`src/rtl/adder_share_arbiter_pkg.sv`:
```
// Shared width constants and requester-id type for the shared-adder arbiter.
package adder_share_arbiter_pkg;
    localparam int A_W   = 54;
    localparam int B_W   = 9;
    localparam int SUM_W = 55;

    typedef logic req_id_t;

    localparam req_id_t REQ0 = 1'b0;
    localparam req_id_t REQ1 = 1'b1;
endpackage

```
`src/rtl/adder_share_arbiter_if.sv`:
```
// Requester, response and grant-counter bundle for adder_share_arbiter.
interface adder_share_arbiter_if
    import adder_share_arbiter_pkg::*;
#(
    parameter int CNT_W = 16
) ();
    logic             req0_valid;
    logic             req0_ready;
    logic [A_W-1:0]   req0_a;
    logic [B_W-1:0]   req0_b;

    logic             req1_valid;
    logic             req1_ready;
    logic [A_W-1:0]   req1_a;
    logic [B_W-1:0]   req1_b;

    logic             rsp_valid;
    logic             rsp_ready;
    req_id_t          rsp_id;
    logic [SUM_W-1:0] rsp_sum;

    logic [CNT_W-1:0] gnt_cnt0;
    logic [CNT_W-1:0] gnt_cnt1;

    // Requesters and consumer side
    modport master (
        output req0_valid, req0_a, req0_b, input req0_ready,
        output req1_valid, req1_a, req1_b, input req1_ready,
        input  rsp_valid, rsp_id, rsp_sum, output rsp_ready,
        input  gnt_cnt0, gnt_cnt1
    );

    // Arbiter side
    modport slave (
        input  req0_valid, req0_a, req0_b, output req0_ready,
        input  req1_valid, req1_a, req1_b, output req1_ready,
        output rsp_valid, rsp_id, rsp_sum, input rsp_ready,
        output gnt_cnt0, gnt_cnt1
    );
endinterface

```
`src/rtl/adder_share_arbiter_adder.sv`:
```
// customAdder54_45: unsigned 54-bit + 9-bit adder, full 55-bit result.
module customAdder54_45
    import adder_share_arbiter_pkg::*;
(
    input  logic [A_W-1:0]   a,
    input  logic [B_W-1:0]   b,
    output logic [SUM_W-1:0] sum
);
    assign sum = {1'b0, a} + {{(SUM_W-B_W){1'b0}}, b};
endmodule

```
`src/rtl/adder_share_arbiter.sv`:
```
// Two requesters time-share one adder; round-robin grant, 1-cycle result register.
module adder_share_arbiter
    import adder_share_arbiter_pkg::*;
#(
    parameter int CNT_W = 16
) (
    input  logic                 clk,
    input  logic                 rst_n,
    adder_share_arbiter_if.slave bus
);
    localparam logic [CNT_W-1:0] CNT_ONE = {{(CNT_W-1){1'b0}}, 1'b1};
    localparam logic [CNT_W-1:0] CNT_MAX = '1;

    logic             free;
    logic             any_valid;
    logic             accept;
    req_id_t          sel;
    req_id_t          rr;
    logic [A_W-1:0]   mux_a;
    logic [B_W-1:0]   mux_b;
    logic [SUM_W-1:0] sum_d;

    logic             rsp_valid_q;
    req_id_t          rsp_id_q;
    logic [SUM_W-1:0] rsp_sum_q;
    logic [CNT_W-1:0] cnt0_q;
    logic [CNT_W-1:0] cnt1_q;

    // Arbitration: lone requester wins outright, contention resolved by rr.
    // rst_n gates accept so readies stay low while reset is held.
    always_comb begin
        any_valid = bus.req0_valid | bus.req1_valid;
        if (bus.req0_valid && bus.req1_valid) sel = rr;
        else if (bus.req1_valid)              sel = REQ1;
        else                                  sel = REQ0;
        free   = !rsp_valid_q || bus.rsp_ready;
        accept = rst_n && free && any_valid;
        mux_a  = (sel == REQ1) ? bus.req1_a : bus.req0_a;
        mux_b  = (sel == REQ1) ? bus.req1_b : bus.req0_b;
    end

    customAdder54_45 u_adder (
        .a   (mux_a),
        .b   (mux_b),
        .sum (sum_d)
    );

    // Result register: load on grant (also covers drain+accept), clear on bare drain.
    always_ff @(posedge clk or negedge rst_n) begin
        if (!rst_n) begin
            rsp_valid_q <= 1'b0;
            rsp_id_q    <= REQ0;
            rsp_sum_q   <= '0;
        end else if (accept) begin
            rsp_valid_q <= 1'b1;
            rsp_id_q    <= sel;
            rsp_sum_q   <= sum_d;
        end else if (bus.rsp_ready) begin
            rsp_valid_q <= 1'b0;
        end
    end

    // Round-robin pointer moves only on a grant, pointing away from the winner.
    always_ff @(posedge clk or negedge rst_n) begin
        if (!rst_n)      rr <= REQ0;
        else if (accept) rr <= ~sel;
    end

    // Saturating per-requester grant counters.
    always_ff @(posedge clk or negedge rst_n) begin
        if (!rst_n) begin
            cnt0_q <= '0;
            cnt1_q <= '0;
        end else if (accept) begin
            if (sel == REQ0 && cnt0_q != CNT_MAX) cnt0_q <= cnt0_q + CNT_ONE;
            if (sel == REQ1 && cnt1_q != CNT_MAX) cnt1_q <= cnt1_q + CNT_ONE;
        end
    end

    assign bus.req0_ready = accept && (sel == REQ0);
    assign bus.req1_ready = accept && (sel == REQ1);
    assign bus.rsp_valid  = rsp_valid_q;
    assign bus.rsp_id     = rsp_id_q;
    assign bus.rsp_sum    = rsp_sum_q;
    assign bus.gnt_cnt0   = cnt0_q;
    assign bus.gnt_cnt1   = cnt1_q;
endmodule

```
`src/flat_wrapper.sv`:
```
// flat-port wrapper written by rule: the top's interface ports become plain ports
module adder_share_arbiter_flat import adder_share_arbiter_pkg::*;
#(
    parameter int CNT_W = 16
)
  (clk, rst_n, bus_req0_valid, bus_req0_a, bus_req0_b, bus_req0_ready, bus_req1_valid, bus_req1_a, bus_req1_b, bus_req1_ready, bus_rsp_valid, bus_rsp_id, bus_rsp_sum, bus_rsp_ready, bus_gnt_cnt0, bus_gnt_cnt1);
  adder_share_arbiter_if #(.CNT_W(CNT_W)) bus_i ();
  input  logic clk;
  input  logic rst_n;
  input wire logic [$bits(bus_i.req0_valid)-1:0] bus_req0_valid;
  input wire logic [$bits(bus_i.req0_a)-1:0] bus_req0_a;
  input wire logic [$bits(bus_i.req0_b)-1:0] bus_req0_b;
  output wire logic [$bits(bus_i.req0_ready)-1:0] bus_req0_ready;
  input wire logic [$bits(bus_i.req1_valid)-1:0] bus_req1_valid;
  input wire logic [$bits(bus_i.req1_a)-1:0] bus_req1_a;
  input wire logic [$bits(bus_i.req1_b)-1:0] bus_req1_b;
  output wire logic [$bits(bus_i.req1_ready)-1:0] bus_req1_ready;
  output wire logic [$bits(bus_i.rsp_valid)-1:0] bus_rsp_valid;
  output wire logic [$bits(bus_i.rsp_id)-1:0] bus_rsp_id;
  output wire logic [$bits(bus_i.rsp_sum)-1:0] bus_rsp_sum;
  input wire logic [$bits(bus_i.rsp_ready)-1:0] bus_rsp_ready;
  output wire logic [$bits(bus_i.gnt_cnt0)-1:0] bus_gnt_cnt0;
  output wire logic [$bits(bus_i.gnt_cnt1)-1:0] bus_gnt_cnt1;
  assign bus_i.req0_valid = bus_req0_valid;
  assign bus_i.req0_a = bus_req0_a;
  assign bus_i.req0_b = bus_req0_b;
  assign bus_req0_ready = bus_i.req0_ready;
  assign bus_i.req1_valid = bus_req1_valid;
  assign bus_i.req1_a = bus_req1_a;
  assign bus_i.req1_b = bus_req1_b;
  assign bus_req1_ready = bus_i.req1_ready;
  assign bus_rsp_valid = bus_i.rsp_valid;
  assign bus_rsp_id = bus_i.rsp_id;
  assign bus_rsp_sum = bus_i.rsp_sum;
  assign bus_i.rsp_ready = bus_rsp_ready;
  assign bus_gnt_cnt0 = bus_i.gnt_cnt0;
  assign bus_gnt_cnt1 = bus_i.gnt_cnt1;
  adder_share_arbiter #(.CNT_W(CNT_W)) u_core (.clk(clk), .rst_n(rst_n), .bus(bus_i));
endmodule
```
`config.mk`:
```
export PLATFORM = sky130hd
export DESIGN_NAME = adder_share_arbiter_flat
export DESIGN_NICKNAME = d
export VERILOG_FILES = /design/src/rtl/adder_share_arbiter_pkg.sv /design/src/rtl/adder_share_arbiter_if.sv /design/src/rtl/adder_share_arbiter_adder.sv /design/src/rtl/adder_share_arbiter.sv /design/src/flat_wrapper.sv
export SDC_FILE = /design/constraint.sdc
export NUM_CORES = 1
export LEC_CHECK = 0
export BUFFER_PORTS_ARGS = -buffer_cell sky130_fd_sc_hd__buf_2
export CAP_MARGIN = 40
export CORE_MARGIN = 5
export CORE_UTILIZATION = 50
export CTS_CLUSTER_SIZE = 24
export DETAILED_ROUTE_END_ITERATION = 16
export HOLD_SLACK_MARGIN = 0.08
export PLACE_DENSITY_LB_ADDON = 0.05
export SYNTH_ARGS = -nofsm -noshare
export SYNTH_HDL_FRONTEND = slang
export SYNTH_SLANG_ARGS = --single-unit
```
`constraint.sdc`:
```
create_clock -name clk -period 9.1 [get_ports clk]
set_input_delay 1.365 -clock clk [delete_from_list [all_inputs] [get_ports clk]]
set_output_delay 1.365 -clock clk [all_outputs]
set_load 0.05 [all_outputs]
```
==> results of run 1 <==
==> how the worst min path moves through the flow <==
stage | endpoint | slack, ns
after floorplan | u_core.rr | 0.47
after global placement | u_core.bus.rsp_sum[29] | 0.46
after detailed placement | u_core.bus.rsp_sum[13] | 0.46
after CTS | u_core.bus.rsp_sum[25] | 0.48
after global routing | u_core.bus.rsp_sum[29] | 0.50
final | u_core.bus.rsp_sum[29] | 0.48
==> through the flow <==
step	std cells	area [sq um]	power [mW]
finish	1124	7730	1.55
global route	1124	7730	1.64
CTS	1124	7730	1.57
detailed placement	1108	7430	1.18
global placement	1108	7430	1.17
floorplan	745	6210	0.988
==> cells in the mapped netlist (2+ instances only) <==
| library cell | number |
|---|---|
| buf_1 | 5 |
| or4_4 | 2 |
| nand3_1 | 36 |
| nor3_1 | 20 |
| nand2b_1 | 2 |
| or3_1 | 7 |
| buf_2 | 4 |
| a211oi_1 | 6 |
| buf_6 | 4 |
| nand4_1 | 21 |
| a21o_1 | 6 |
| o211ai_1 | 5 |
| nand2_1 | 154 |
| a31oi_1 | 10 |
| o21a_1 | 11 |
| and2_1 | 6 |
| o22ai_1 | 2 |
| nor4_1 | 11 |
| o22a_1 | 2 |
| dfrtp_1 | 90 |
| and4_1 | 9 |
| a22oi_1 | 2 |
| inv_1 | 12 |
| and3_1 | 22 |
| mux2_2 | 5 |
| clkbuf_1 | 19 |
| ha_1 | 11 |
| xnor2_1 | 33 |
| a211o_1 | 3 |
| a32oi_1 | 2 |
| nor2_1 | 37 |
| o21ai_0 | 58 |
| o31a_1 | 2 |
| mux2i_1 | 35 |
| xor2_1 | 35 |
| a21oi_1 | 18 |
| nor2b_1 | 2 |
| o21bai_1 | 4 |
| o31ai_1 | 9 |
==> registers in the layout, indices dropped and copies added, names as in the netlist <==
signal / count
u_core.rr: 1
u_core.bus.rsp_valid: 1
u_core.bus.rsp_id: 1
u_core.bus.gnt_cnt1: 16
u_core.bus.rsp_sum: 55
u_core.bus.gnt_cnt0: 16
==> cells by family after synthesis <==
| group | after synthesis |
|---|---|
| and+or+nand+nor | 334 |
| AOI/OAI and AO/OA | 156 |
| DFF | 90 |
| xor gates and xnor gates | 68 |
| buffers and inverters | 45 |
| muxes | 40 |
| adders and majority gates | 12 |
==> power by group through the flow <==
| stage | clock (mW) | sequential [mW] | combinational, mW |
|---|---|---|---|
| floorplan | 0 | 0.783 | 0.205 |
| global placement | 0 | 0.530 | 0.636 |
| detailed placement | 0 | 0.534 | 0.642 |
| CTS | 0.393 | 0.529 | 0.643 |
| global route | 0.410 | 0.540 | 0.685 |
| finish | 0.385 | 0.529 | 0.640 |
==> final cells by class <==
type / count / area [sq um]
Sequential cell: 90 / 2250
Inverter: 13 / 48.8
Multi-Input combinational cell: 610 / 3760
Timing Repair Buffer: 227 / 1150
Clock buffer: 10 / 229
Tap cell: 168 / 210
Clock inverter: 6 / 71.3
Fill cell: 1105 / 4380
==> routing by layer <==
layer  wire (um)  vias to the layer above  GRT usage [%]
li1            -                     3081              -
met1        7990                     3050           32.8
met2        9270                      261           43.9
met3        1620                       35           5.87
met4         477                        0           9.66
met5           0                        -              0
==> worst min-delay path, delay by kind of cell, from the launching register on <==
| kind | cells | cell delay (ns) |
|---|---|---|
| DFF | 1 | 0.34 |
| and+or+nand+nor | 1 | 0.04 |
| AOI/OAI and AO/OA | 1 | 0.06 |
==> impl_metrics.tcl, run 1 <==
set metrics [dict create \
    clock_power_share_pct 24.8 \
    maxSlewViolCount 0 \
    ioPinCount 222 \
    drcViolationCount 0 \
    overflow 0 \
    powerDensity_nw_per_um2 201 \
    critPathSlowestCell "nand2_1" \
    synth_seq_cells 90 \
    maxCapViolations 0 \
    grt_setup_unrepaired "false" \
    p_leak_nw 3.85 \
    antenna_cells 0 \
    dieArea_sq_um 14800 \
    peakVddDrop_uv 200 \
    end_kind "register" \
    clockBufferDepth 2 \
    combPwrFrac_pct 41.2 \
    initial_core_util_pct 51.3 \
    areaGrowthSynthToFinish_pct 24.4 \
    p_seq_share_pct 34.1 \
    hold_class "reg -> reg" \
    cts_resized 0 \
    grt_max_degree 63 \
    wl_per_cell_um 17.2 \
    insertion_delay_ns 0.35 \
    mostFrequentLayoutCell "buf_2" \
    ff2ff_setup_slack_ns 4.09 \
    synth.mux.area_fraction_pct 6.55 \
    synth_ff_type "dfrtp_1" \
    layout_common_cells "220 x buf_2, 154 x nand2_1, 90 x dfrtp_1, 58 x o21ai_0" \
    die_w_um 121 \
    die_h_um 121 \
    antenna_left 0 \
    crit_path_start_kind "input pin" \
    async_flop_share_pct 100 \
    drt-initial-drc-count 449 \
    path_max_fanout 28 \
    crit_end "u_core.bus.rsp_sum[44]" \
    synth-xor-area-share_pct 9.59 \
    max_freq_mhz 176 \
    num_rows 40 \
    path_depth 15 \
    seq_area_frac_synth_pct 36.3 \
    synthSimpleGateAreaFrac_pct 25.5 \
    grt_pass1_wl_mm 31.1 \
    rr_worst_depth 14 \
    syn_area_per_cell_sq_um 8.34 \
    period_minus_slack_ns 5.67 \
    setup_slack_ns 3.43 \
    p_sw_share_pct 44.5 \
    whs_ns 0.475 \
    cp_top_family "simple AND/OR/NAND/NOR gates" \
    htreeDepth 3 \
    crit_arrival_ns 5.91 \
    setup_violations 0 \
    synth_edf_count 0 \
    numCtsBuffers 9 \
    firstDrtPassIters 5 \
    outcome "finished clean" \
    post_cts_buffers 0 \
    clk_pin_slew_ns 0.07 \
    place_hpwl_mm 15.0 \
    drive_gt1_share_pct 26.9 \
    yosysTopAreaCellShare_pct 36.3 \
    required_ns 9.34 \
    io_buffers 221 \
    routed_via_density 5.72 \
    setup.worst_path.class "in -> reg" \
    place_ws_ns 3.09 \
    cts_tree "done" \
    r2r_end "u_core.bus.rsp_sum[44]" \
    cp_num_buf_inv 2 \
    min_from "u_core.bus.rsp_sum[29]" \
    path_common_cell "nand2_1" \
    finalWirelength_mm 19.4 \
    fin_setup_tns_ns 0 \
    coreArea_sq_um 12100 \
    synth_compound_area_share_pct 16.3 \
    worst_slew_pin_slew_ns 0.843 \
    internal_power_uw 863 \
    synth_nets 888 \
    cts.sinks 90 \
    grt_pass1_vias 6283 \
    ctsRootBufferMaster "clkbuf_16" \
    max_slew_margin_pct 43.8 \
    synthCells 745 \
    p_sw_uw 691 \
    hold_viol 0 \
    grtUsageTotal_pct 26.1 \
    antenna_found_initial 0 \
    hold_buffers 0 \
    synth_area_leaders "dfrtp_1 36%, nand2_1 9.3%, mux2i_1 5.6%" \
    synthAdderAreaFrac_pct 2.54 \
    synth_top_family_by_area "simple AND/OR/NAND/NOR gates" \
    yosysTopAreaCell "dfrtp_1" \
    place_congestion 0.948 \
    ys_warn_count 0 \
    r2r-start "u_core.rr" \
    max_stage_delay_ns 0.68 \
    min_period_over_period_pct 62.3 \
    path_cells "buf_2, nand2b_1, nand2_1, buf_4, nand2_1, nand2_1, ha_1, fa_1, a211oi_1, o21ai_1, a31oi_1, or4_4, or4_4, or3_1, a31o_1" \
    fin_util_pct 63.8 \
    route.vias.total 6427 \
    whs_path_depth 2 \
    synthesis.area_sq_um 6210 \
    skew_ns 0.00885 \
    finalNetCount 1094 \
    synth_cell_types 62 \
    critPathLaunch "bus_req0_valid" \
]
No activity file was read; power rests on OpenSTA's default activity.
==> inputs of run 2 (changes only) <==
- CORE_UTILIZATION: 50 -> 46
- clock period: 9.1 -> 5.1 ns (I/O delays scaled with it)
==> run 2 against run 1 <==
Effect of this change:
- clock-buffer cell count unchanged
- final area grew 0.60%
- clock power increased by 81%
- sequential power grew 78%
- first-iteration DRC count down 3.3%
- sequential share of layout area down 0.17 points
- critical path depth did not move
- cell count rose by 1.2%
- clock skew down 0.0032 ns
- register-to-register slack worse by 3.1 ns
- global-route usage is 2.1 points lower
==> impl_metrics.tcl, run 2 (synthesis results as in run 1) <==
set metrics [dict create \
    die_w_um 126 \
    wl_per_cell_um 17.1 \
    fin_setup_tns_ns 0 \
    combPwrFrac_pct 41.0 \
    ioPinCount 222 \
    p_seq_share_pct 33.9 \
    largest_reg_flops 55 \
    fillCellCount 1264 \
    wl_met2_mm 9.23 \
    finalWirelength_mm 19.5 \
    numCtsBuffers 9 \
    routed_via_density 5.62 \
    coreArea_sq_um 13200 \
    powerDensity_nw_per_um2 358 \
    wl_met1_mm 8.43 \
    mostFrequentLayoutCell "buf_2" \
    grtUsageTotal_pct 24.0 \
    drcViolationCount 0 \
    io_buffers 221 \
    drive_gt1_share_pct 27.2 \
    skew_ns 0.00562 \
    p_leak_nw 3.87 \
    hold_class "in -> async" \
    ctsRootBufferMaster "clkbuf_16" \
    grt_max_degree 100 \
    post_cts_buffers 0 \
    setup_violations 0 \
    drt-initial-drc-count 434 \
    clockBufferDepth 2 \
    max_freq_mhz 238 \
    p_sw_mw 1.24 \
    end_kind "register" \
    place_congestion 0.988 \
    num_rows 42 \
    path_max_fanout 20 \
    hold_viol 0 \
    route.vias.total 6394 \
    grt_pass1_vias 6234 \
    htreeDepth 3 \
    max_slew_margin_pct 42.5 \
    die_h_um 126 \
    finalNetCount 1098 \
    insertion_delay_ns 0.35 \
    initial_core_util_pct 46.9 \
    crit_arrival_ns 4.44 \
    clock_power_share_pct 25.1 \
    grt_setup_unrepaired "false" \
    ff2ff_setup_slack_ns 0.97 \
    layout_common_cells "220 x buf_2, 154 x nand2_1, 90 x dfrtp_1, 58 x o21ai_0" \
    routed.top_layer "met5" \
    antenna_left 0 \
    period_minus_slack_ns 4.20 \
    place_hpwl_mm 15.2 \
    place_ws_ns 0.567 \
    route.met3.wl_mm 1.32 \
    clk_pin_slew_ns 0.07 \
    p_sw_share_pct 44.5 \
    worst_slew_pin_slew_ns 0.862 \
    setup_slack_ns 0.899 \
    setup.worst_path.class "in -> reg" \
    internal_power_mw 1.55 \
    required_ns 5.34 \
    cts_tree "done" \
    cts_resized 0 \
    maxCapViolations 0 \
    grt_pass1_wl_mm 31.1 \
    areaGrowthSynthToFinish_pct 25.2 \
    antenna_found_initial 1 \
    cts.sinks 90 \
    hold_buffers 0 \
    firstDrtPassIters 5 \
    outcome "finished clean" \
    maxSlewViolCount 0 \
    overflow 0 \
    crit_path_start_kind "input pin" \
    peakVddDrop_uv 290 \
    min_period_over_period_pct 82.4 \
    dieArea_sq_um 15900 \
]
==> run 2: cell types whose count changed in the layout (fill, tap and decap cells not counted), sizes merged <==
| cell | before | now |
|---|---|---|
| diode | 0 | 1 |
| clkinvlp | 2 | 1 |
| buf | 227 | 231 |
| clkinv | 0 | 2 |
| inv | 16 | 15 |
==> run 2: per-stage QoR <==
step | instance area [sq um] | hold slack [ns] | power [mW] | cells | util [%]
6_report | 7770 | 0.349 | 2.78 | 1137 | 58.7
5_1_grt | 7770 | 0.396 | 2.94 | 1136 | 58.7
4_1_cts | 7770 | 0.370 | 2.81 | 1136 | 58.7
3_5_place_dp | 7470 | 0.465 | 2.10 | 1120 | 56.4
3_3_place_gp | 7470 | 0.459 | 2.09 | 1120 | 56.4
2_1_floorplan | 6210 | 0.469 | 1.76 | 745 | -
==> run 2: final timing paths <==
kind                                        startpoint                      to  cells after the start
min in group clk                u_core.bus.rsp_sum[31]  u_core.bus.rsp_sum[31]                      2
worst max-delay path                    bus_req0_valid  u_core.bus.rsp_sum[44]                     15
max in group asynchronous                        rst_n   u_core.bus.rsp_sum[8]                      2
worst min register to register  u_core.bus.rsp_sum[31]  u_core.bus.rsp_sum[31]                      2
worst max register to register               u_core.rr  u_core.bus.rsp_sum[44]                     14
worst min-delay path                             rst_n  u_core.bus.rsp_sum[47]                      1
==> run 2: routing by layer <==
metal	GRT usage (%)	vias to the layer above
met5	0	-
met4	9.46	2
met3	5.25	40
met2	39.7	255
met1	30.6	2990
li1	-	3107
==> run 2: worst max-delay path, cell delays in order <==
cell and delay, ns:
buf_2 0.12, nand2b_1 0.08, nand2_1 0.51, nand2_1 0.11, nand2_1 0.10, ha_1 0.21
fa_1 0.24, a211oi_1 0.12, o21ai_1 0.15, a31oi_1 0.11, buf_4 0.17, or4_4 0.60
or4_4 0.53, or3_1 0.40, a31o_1 0.21
==> run 2: area by class of cell <==
| type | count | area [sq um] | area share (%) |
|---|---|---|---|
| diodes | 1 | 2.50 | 0.0322 |
| repair buffers | 231 | 1180 | 15.2 |
| multi-input cells | 610 | 3760 | 48.4 |
| clock buffers | 10 | 229 | 2.94 |
| flip-flops and latches | 90 | 2250 | 29.0 |
| well taps | 176 | 220 | 2.83 |
| clock inverters | 6 | 75.1 | 0.966 |
| inverters | 13 | 48.8 | 0.628 |
==> run 2: power by group through the flow <==
| stage | sequential (mW) | combinational, mW | clock [mW] |
|---|---|---|---|
| CTS | 0.946 | 1.15 | 0.713 |
| global placement | 0.955 | 1.13 | 0 |
| finish | 0.944 | 1.14 | 0.698 |
| global route | 0.964 | 1.23 | 0.745 |
| floorplan | 1.40 | 0.366 | 0 |
| detailed placement | 0.956 | 1.15 | 0 |
==> inputs of run 3 (changes only) <==
- clock period: 5.1 -> 3.6 ns (I/O delays scaled with it)
==> run 3 against run 2 <==
Effect of this change:
- core utilization is 2.4 points higher
- sequential share of layout area is 1.2 points lower
- largest cell class unchanged
- first-iteration DRC count up 29%
- combinational power increased by 50%
- critical path type is now reg -> reg
- highest routed layer unchanged
==> impl_metrics.tcl, run 3 (synthesis results as in run 1) <==
set metrics [dict create \
    outcome "finished clean" \
    num_rows 42 \
    fillCellCount 1244 \
    antenna_cells 0 \
    rr_worst_depth 14 \
    die_h_um 126 \
    grtUsageTotal_pct 25.6 \
    antenna_found_initial 1 \
    place_congestion 0.926 \
    setup_violations 0 \
    areaGrowthSynthToFinish_pct 30.3 \
    die_w_um 126 \
    ff2ff_setup_slack_ns 0.17 \
    firstDrtPassIters 8 \
    cts_tree "done" \
    max_freq_mhz 291 \
    grt_max_degree 67 \
    ioPinCount 222 \
    crit_arrival_ns 3.67 \
    grt_pass1_wl_mm 33.6 \
    route.vias.total 6612 \
    grt_setup_unrepaired "false" \
    drcViolationCount 0 \
    ctsRootBufferMaster "clkbuf_16" \
    powerDensity_nw_per_um2 497 \
    insertion_delay_ns 0.34 \
    coreArea_sq_um 13200 \
    io_buffers 221 \
    skew_ns 0.00621 \
    final_cells 1174 \
    routed_via_density 5.63 \
    min_period_over_period_pct 95.3 \
    r2r-start "u_core.rr" \
    peakVddDrop_uv 542 \
    critPathLaunch "u_core.rr" \
    finalPower_mw 4.02 \
    fin_area_sq_um 8100 \
    drive_gt1_share_pct 30.7 \
    hold_viol 0 \
    drt-initial-drc-count 558 \
    setup_slack_ns 0.169 \
    dp.cells 1158 \
    setup.worst_path.class "reg -> reg" \
    crit_path_start_kind "register" \
    clockBufferDepth 2 \
    grt_pass1_vias 6811 \
    place_hpwl_mm 16.1 \
    required_ns 3.84 \
    p_leak_nw 4.06 \
    wl_per_cell_um 17.6 \
    period_minus_slack_ns 3.43 \
    overflow 0 \
    end_kind "register" \
    antenna_left 0 \
    fin_setup_tns_ns 0 \
    path_max_fanout 19 \
    dpl_cell_area_sq_um 7780 \
    numCtsBuffers 9 \
    maxSlewViolCount 0 \
    maxCapViolations 0 \
    cts.sinks 90 \
    hold_class "in -> async" \
    largest_reg_flops 55 \
    clk_pin_slew_ns 0.07 \
    mostFrequentLayoutCell "buf_2" \
    dieArea_sq_um 15900 \
    worst_slew_pin_slew_ns 0.649 \
    hold_buffers 0 \
    place_ws_ns -0.0913 \
    finalNetCount 1137 \
    htreeDepth 3 \
    initial_core_util_pct 46.9 \
    layout_common_cells "220 x buf_2, 153 x nand2_1, 90 x dfrtp_1, 57 x o21ai_0, 49 x buf_4" \
    finalWirelength_mm 20.7 \
    max_slew_margin_pct 56.7 \
]
==> run 3: path summary, 6_finish.rpt <==
check	endpoint
setup / recovery	u_core.bus.rsp_sum[44]
hold / removal	u_core.bus.rsp_sum[47]
setup reg to reg	u_core.bus.rsp_sum[44]
hold reg to reg	u_core.bus.rsp_sum[34]
max in group asynchronous	u_core.bus.rsp_sum[5]
min in group clk	u_core.bus.rsp_sum[34]
==> run 3: through the flow <==
step,util (%),hold WS [ns]
after floorplan,-,0.244
after global placement,58.8,0.456
after detailed placement,58.8,0.466
after CTS,61.0,0.343
after global routing,61.1,0.363
final,61.1,0.311
==> run 3: area by class of cell <==
class                           count  area (sq um)  area share, %
Clock buffer                        9           225           2.78
Clock inverter                      6          72.6          0.896
Inverter                           13          48.8          0.603
Multi-Input combinational cell    610          3790           46.8
Sequential cell                    90          2250           27.8
Tap cell                          176           220           2.72
Timing Repair Buffer              270          1490           18.4
==> run 3: worst max-delay path: stages (launching register included) <==
cell and delay, ns:
dfrtp_1 0.38, nand2b_1 0.17, nand2_2 0.11, buf_12 0.15, nand2_1 0.07, nand2_1 0.08
ha_2 0.19, fa_2 0.23, a211oi_2 0.09, o21ai_1 0.15, a31oi_2 0.13, or4_4 0.52
or4_4 0.46, or3_1 0.36, a31o_1 0.21
==> run 3: routing by layer <==
layer  GRT usage [%]  routed length, um  vias up  share of wire [%]
met5               0                 13        -              0.063
met4            10.2                533        2                2.6
met3            6.27               1770       44                8.5
met2            42.7               9910      301                 48
met1            32.1               8470     3093                 41
li1                -                  -     3172                  -
==> run 3: report_power, final <==
group	internal (mW)	switching (mW)	total, mW	leakage [nW]
clock	0.544	0.434	0.978	0.143
sequential	1.19	0.142	1.34	1.14
combinational	0.503	1.20	1.71	2.78
total	2.24	1.78	4.02	4.06
==> run 3: repair_timing <==
item                       in CTS  in global routing
gates resized for setup         0                  3
buffers inserted                0                  1
setup endpoints to repair       0                  5
